$ cat config.mk
export PLATFORM = sky130hd
export DESIGN_NAME = dmem_axi_bridge
export DESIGN_NICKNAME = d
export VERILOG_FILES = /design/src/rtl/dmem_axi_bridge.sv
export SDC_FILE = /design/constraint.sdc
export NUM_CORES = 1
export LEC_CHECK = 0
export BUFFER_PORTS_ARGS = -buffer_cell sky130_fd_sc_hd__buf_2
export CAP_MARGIN = 20
export CORE_AREA = 2 2 99 101
export CTS_BUF_LIST = sky130_fd_sc_hd__clkbuf_4 sky130_fd_sc_hd__clkbuf_8 sky130_fd_sc_hd__clkbuf_16
export CTS_CLUSTER_DIAMETER = 60
export DETAILED_ROUTE_END_ITERATION = 8
export DIE_AREA = 0 0 101 103
export GPL_TIMING_DRIVEN = 0
export PLACE_DENSITY = 0.77
export SLEW_MARGIN = 5
export SYNTH_ARGS = -nofsm -noshare
export SYNTH_HDL_FRONTEND = slang
export SYNTH_SLANG_ARGS = --single-unit
$ cat constraint.sdc
create_clock -name clk -period 5.2 [get_ports clk]
set_input_delay 0.52 -clock clk [delete_from_list [all_inputs] [get_ports clk]]
set_output_delay 0.52 -clock clk [all_outputs]
set_load 0.05 [all_outputs]
$ cat src/rtl/dmem_axi_bridge.sv
// SRAM-like data-memory port to AXI master bridge with a single outstanding transaction.
// Loads use AR/R and stores use AW/W/B. The load data path from the R channel is combinational.
module dmem_axi_bridge (
  input  logic        clk,
  input  logic        rst,
  // SRAM-like side (MEM stage)
  input  logic        data_req,
  input  logic        data_wr,
  input  logic [1:0]  data_size,
  input  logic [31:0] data_addr,
  input  logic [31:0] data_wdata,
  output logic        data_addr_ok,
  output logic        data_ok,
  output logic [31:0] data_rdata,
  // AXI read address / data
  output logic [31:0] araddr,
  output logic [2:0]  arsize,
  output logic        arvalid,
  input  logic        arready,
  input  logic [31:0] rdata,
  input  logic        rvalid,
  output logic        rready,
  // AXI write address / data / response
  output logic [31:0] awaddr,
  output logic [2:0]  awsize,
  output logic        awvalid,
  input  logic        awready,
  output logic [31:0] wdata,
  output logic [3:0]  wstrb,
  output logic        wvalid,
  input  logic        wready,
  input  logic        bvalid,
  output logic        bready
);

  typedef enum logic [2:0] {
    S_IDLE,
    S_RD_ADDR,
    S_RD_DATA,
    S_WR_REQ,
    S_WR_RESP
  } state_e;

  state_e      state_q, state_d;
  logic        aw_done_q, aw_done_d;
  logic        w_done_q, w_done_d;
  logic [31:0] addr_q, addr_d;
  logic [1:0]  size_q, size_d;
  logic [31:0] wdata_q, wdata_d;
  logic [2:0]  axi_size;

  // NOTE: sequential state uses non-blocking assignments so every register
  // samples its _d value from the same pre-edge snapshot.
  always_ff @(posedge clk) begin
    if (rst) begin
      state_q   <= S_IDLE;
      aw_done_q <= 1'b0;
      w_done_q  <= 1'b0;
    end else begin
      state_q   <= state_d;
      aw_done_q <= aw_done_d;
      w_done_q  <= w_done_d;
    end
  end

  // NOTE: the request fields are only consumed after being loaded on an accept,
  // so they carry no reset; only control state needs a known value.
  always_ff @(posedge clk) begin
    addr_q  <= addr_d;
    size_q  <= size_d;
    wdata_q <= wdata_d;
  end

  // NOTE: every signal assigned below gets a default first, so no path can
  // leave it unassigned and infer a latch.
  always_comb begin
    state_d      = state_q;
    aw_done_d    = aw_done_q;
    w_done_d     = w_done_q;
    addr_d       = addr_q;
    size_d       = size_q;
    wdata_d      = wdata_q;
    data_addr_ok = 1'b0;
    data_ok      = 1'b0;
    arvalid      = 1'b0;
    rready       = 1'b0;
    awvalid      = 1'b0;
    wvalid       = 1'b0;
    bready       = 1'b0;

    unique case (state_q)
      S_IDLE: begin
        data_addr_ok = data_req;
        if (data_req) begin
          addr_d    = data_addr;
          size_d    = data_size;
          wdata_d   = data_wdata;
          aw_done_d = 1'b0;
          w_done_d  = 1'b0;
          state_d   = data_wr ? S_WR_REQ : S_RD_ADDR;
        end
      end
      S_RD_ADDR: begin
        arvalid = 1'b1;
        if (arready) state_d = S_RD_DATA;
      end
      S_RD_DATA: begin
        rready = 1'b1;
        if (rvalid) begin
          data_ok = 1'b1;
          state_d = S_IDLE;
        end
      end
      S_WR_REQ: begin
        // AW and W complete independently; leave once both are done, even if in the same cycle.
        awvalid   = !aw_done_q;
        wvalid    = !w_done_q;
        aw_done_d = aw_done_q | (awvalid & awready);
        w_done_d  = w_done_q | (wvalid & wready);
        if (aw_done_d && w_done_d) begin
          aw_done_d = 1'b0;
          w_done_d  = 1'b0;
          state_d   = S_WR_RESP;
        end
      end
      S_WR_RESP: begin
        bready = 1'b1;
        if (bvalid) begin
          data_ok = 1'b1;
          state_d = S_IDLE;
        end
      end
      default: state_d = S_IDLE;
    endcase
  end

  // Size 3 has no AXI meaning here and is issued as a word access.
  assign axi_size = (size_q == 2'd3) ? 3'b010 : {1'b0, size_q};

  always_comb begin
    unique case (size_q)
      2'd0:    wstrb = 4'b0001 << addr_q[1:0];
      2'd1:    wstrb = 4'b0011 << {addr_q[1], 1'b0};
      default: wstrb = 4'b1111;
    endcase
  end

  assign araddr     = addr_q;
  assign awaddr     = addr_q;
  assign arsize     = axi_size;
  assign awsize     = axi_size;
  assign wdata      = wdata_q;
  assign data_rdata = rdata;

endmodule

# Word level (Yosys, flattened, before mapping)
# Cells that the tools add are included.
# word_totals
ff_bits	71
input_bits	107
out_inout_bits	145
# classes
eq_ne	11
shifts	2
mux	23
bitwise_logic	4
reduce_logical	9
# op_table
cell	n
$mux 3	5
$pmux 3 s5	1
$mux 1	11
$ne 2x2->1 const B	5
$pmux 4 s2	1
$eq 3x2->1 const B	2
$pmux 1 s2	3
$reduce_and 5->1	1
$mux 2	2
$reduce_and 2->1	2
$shl 1x2->4 const A	1
$shl 2x2->4 const A	1
$eq 3x1->1 const B	1
$eq 3x3->1 const B	1
$logic_not 3->1	1
$and 1x1->1	2
$eq 2x1->1 const B	1
$eq 2x2->1 const B	1
$logic_not 1->1	2
$logic_not 2->1	1
$or 1x1->1	2
$reduce_bool 2->1	1
$logic_and 1x1->1	1

# Depth between registers and ports, before layout
# logic_depth
word_depth	6
mapped_depth	4
mapped_depth_nobuf	3

# Worst setup path before layout
# Ideal clock, no wire load.
# synth_timing
path_type	input port to flip-flop
startpoint	input data_req
endpoint	register aw_done_q
setup_time_ns	0.126
arrival_time_ns	5.556
required_ns	5.074
slack_ns	-0.482
cell_stages	3
n_path_buf	0
path_cell_list	nor4b_2 -> o21bai_1 -> o21ai_0
# synth_between
elab_chain_cells	2
# synth_rtl
element	line_no	rtl
start, declared	7	input logic data_req,
$ne 2x2->1 (no source line)	n/a	
$reduce_and 2->1 (no source line)	n/a	
end signal, assigned	61	aw_done_q <= aw_done_d;
end, declared	45	logic aw_done_q, aw_done_d;
# Every way passes these cells.
# A chain may end at the register's enable or synchronous reset.

# Worst setup path in the final report
# layout_timing
startpoint	register state_q[1]
endpoint	output data_addr_ok
# layout_between
elab_chain_cells	2
# layout_rtl
element	line_no	rtl
start, declared	44	state_e state_q, state_d;
start signal, assigned	60	state_q <= state_d;
$logic_not 3->1	91	unique case (state_q)
$mux 1	91	
end, declared	12	output logic data_addr_ok,
# Every way passes these cells.

==> flow_metrics.py <==
metrics = {
    "setup_path": {
        "r2r_end": "araddr[1]",
        "path_class": "reg2out",
        "start_kind": "flop",
        "r2r_cells": 4,
        "reg2reg_from": "state_q[1]",
        "endpoint_kind": "output pin",
        "r2r_setup_slack_ns": 3.16,
        "worstPathArrival_ns": 2.16,
        "crit_fanout": 16,
        "critPathRequiredTime_ns": 4.68,
    },
    "power": {
        "p_per_area_nw_per_um2": 367,
        "p_sw_share_pct": 36.2,
        "power_frac_seq_pct": 43.1,
        "combPwrFrac_pct": 29.9,
        "p_switching_uw": 584,
        "finalPower_uw": 1610,
        "vdd_ir_drop_max_mv": 0.117,
        "power_frac_clock_pct": 27.0,
        "p_int_uw": 1030,
        "power.leakage_uw": 0.00211,
    },
    "yosys": {
        "ys_top_cells_by_area": "edfxtp_1 68%, buf_4 18%, dfxtp_1 3.4%",
        "synthMostInstantiatedCell": "buf_4",
        "ys_ff_latch": 71,
        "netlist.area_leader.share_pct": 68.2,
        "yosysWarningCount": 0,
        "syn_area_per_cell_um2": 15.9,
        "synth-main-ff-cell": "edfxtp_1",
        "seq_area_frac_synth_pct": 71.7,
        "synthDistinctLibCells": 28,
        "synth_edf_count": 66,
        "synth_cells": 183,
        "async_flop_share_pct": 0,
        "syn-cell-area_um2": 2900,
        "yosys.area.top_type": "edfxtp_1",
        "ys_top_cells_by_count": "71 x buf_4, 66 x edfxtp_1, 5 x dfxtp_1, 5 x nand2b_1",
    },
    "floorplanning": {
        "start_util_pct": 30.7,
        "io_pins": 252,
        "fp.coreArea_um2": 9460,
        "fp.dieArea_um2": 10400,
        "fp.dieH_um": 103,
        "die_w_um": 101,
        "row_count": 36,
    },
    "routing": {
        "detailroute.via_count": 2174,
        "drc": 0,
        "drt_iter0_markers": 53,
        "antenna_left": 0,
        "via_per_inst": 4.06,
        "wirelength_um": 6980,
        "dr.pass1.iters": 4,
        "wl_per_cell_um": 13.0,
    },
    "worst_hold_path": {
        "min_from": "data_wdata[25]",
        "hold_path.class": "in2reg",
        "hold_end": "wdata[25]",
        "holdPathStages": 1,
    },
    "clocking": {
        "cts_sinks": 71,
        "cts_resized": 0,
        "root_buffer": "clkbuf_8",
        "cts_buffers": 9,
        "htree_levels": 3,
        "clk_latency_ns": 0.34,
        "cts_setup_buffers": 0,
        "path_clk_slew_ns": 0.08,
        "cts_hold_buf": 0,
        "clk_path_buf_depth": 2,
        "cts_tree": "yes",
    },
    "global_routing": {
        "grt_pass1_wl_um": 9150,
        "grt_start_max_net_pins": 17,
        "global_route.overflow_total": 0,
        "grt_antenna_before_repair": 1,
        "grt_pass1_vias": 1915,
        "grt_usage_pct": 11.8,
    },
    "placed_design": {
        "place.gp.congestion": 0.667,
        "dpl_cell_area_um2": 4190,
        "port_buffers": 217,
        "dp_hpwl_um": 5680,
    },
    "timing": {
        "rsz0062_at_grt": "no",
        "fmax_mhz": 374,
        "whs_ns": 0.347,
        "finalSetupTns_ns": 0,
        "slew_headroom_pct": 43.1,
        "skew_ns": 0.00513,
        "period_needed_ns": 2.68,
        "min_period_over_period_pct": 51.5,
        "finalHoldViolations": 0,
        "setup_viol": 0,
        "slew_violations": 0,
        "tightestPinTransition_ns": 0.851,
    },
    "layout": {
        "fillers": 858,
        "nets": 523,
        "final_util_pct": 46.4,
        "area_delta_synth_final_pct": 51.2,
        "drive_gt1_share_pct": 73.6,
        "fin_area_um2": 4390,
    },
    "outcome": {
        "outcome": "completed",
    },
    "flow_run": {
        "drv_cap": 0,
    },
}
## per-stage QoR
| step | setup WS (ns) | cells |
|---|---|---|
| after floorplan | 1.53 | 184 |
| after global routing | 2.36 | 535 |
| final | 2.52 | 536 |
| after global placement | 0.499 | 515 |
| after CTS | 2.46 | 535 |
| after detailed placement | 2.74 | 519 |
## routing by layer
metal | up-vias | wire length [µm] | track usage [%]
li1 | 1049 | - | -
met1 | 992 | 2450 | 12.2
met2 | 123 | 3720 | 21.0
met3 | 10 | 662 | 3.53
met4 | 0 | 146 | 7.17
met5 | - | 0 | 0
## how the worst max path moves through the flow
stage	slack (ns)	from	endpoint
2_1_floorplan	1.53	data_req	aw_done_q
3_3_place_gp	0.50	data_req	data_addr_ok
3_5_place_dp	2.74	data_req	data_addr_ok
4_1_cts	2.46	state_q[1]	data_addr_ok
5_1_grt	2.36	state_q[1]	data_addr_ok
6_report	2.52	state_q[1]	data_addr_ok
## worst max-delay path, cell delays in order, from the launching register on
cell     delay (ns)
dfxtp_1        0.30
buf_4          0.16
nor4b_4        0.77
buf_6          0.28
buf_2          0.29
## placed cells by master (no fill, tap or decap), types with 2 or more instances in the layout
cell type   Yosys  final
a21o_1          3      3
buf_2           0    217
buf_4          71     71
buf_6           0      3
clkbuf_8        0      9
clkinvlp_4      0      2
conb_1          1      2
dfxtp_1         5      5
edfxtp_1       66     66
inv_1           2      2
inv_6           0      2
nand2b_1        5      5
nor2_1          3      3
nor3_1          2      2
nor3b_1         3      3
o211ai_1        2      2
o21ai_0         2      2
o21bai_1        3      3
## area by class of cell
type	instances	area [µm²]	share of cell area, %
sequential	71	2080	47.4
clock inverter	7	71.3	1.62
antenna	1	2.50	0.0570
tap	114	143	3.25
inverter	2	7.51	0.171
buffer	72	537	12.2
clock buffer	9	124	2.82
multi-input combinational	39	290	6.61
timing repair buffer	221	1130	25.8
## logic make-up after synthesis
kind of cell | synth area share [%]
AO/OA/AOI/OAI | 3.36
other | 0.129
flip-flops | 71.7
AND/OR/NAND/NOR | 5.17
buffers and inverters | 18.7
multiplexers | 0.905
## state kept, by name, summed over array words and instances (netlist names)
signal / flops
aw_done_q: 1
wdata: 32
araddr: 32
w_done_q: 1
size_q: 2
state_q: 3
## power groups by stage
stage,Combinational [µW],Clock (µW),Sequential (µW)
CTS,485,456,695
detailed placement,484,0,708
global placement,471,0,710
floorplan,232,0,844
finish,481,436,694
global route,503,477,699
Power figures use the tool's default switching activity.
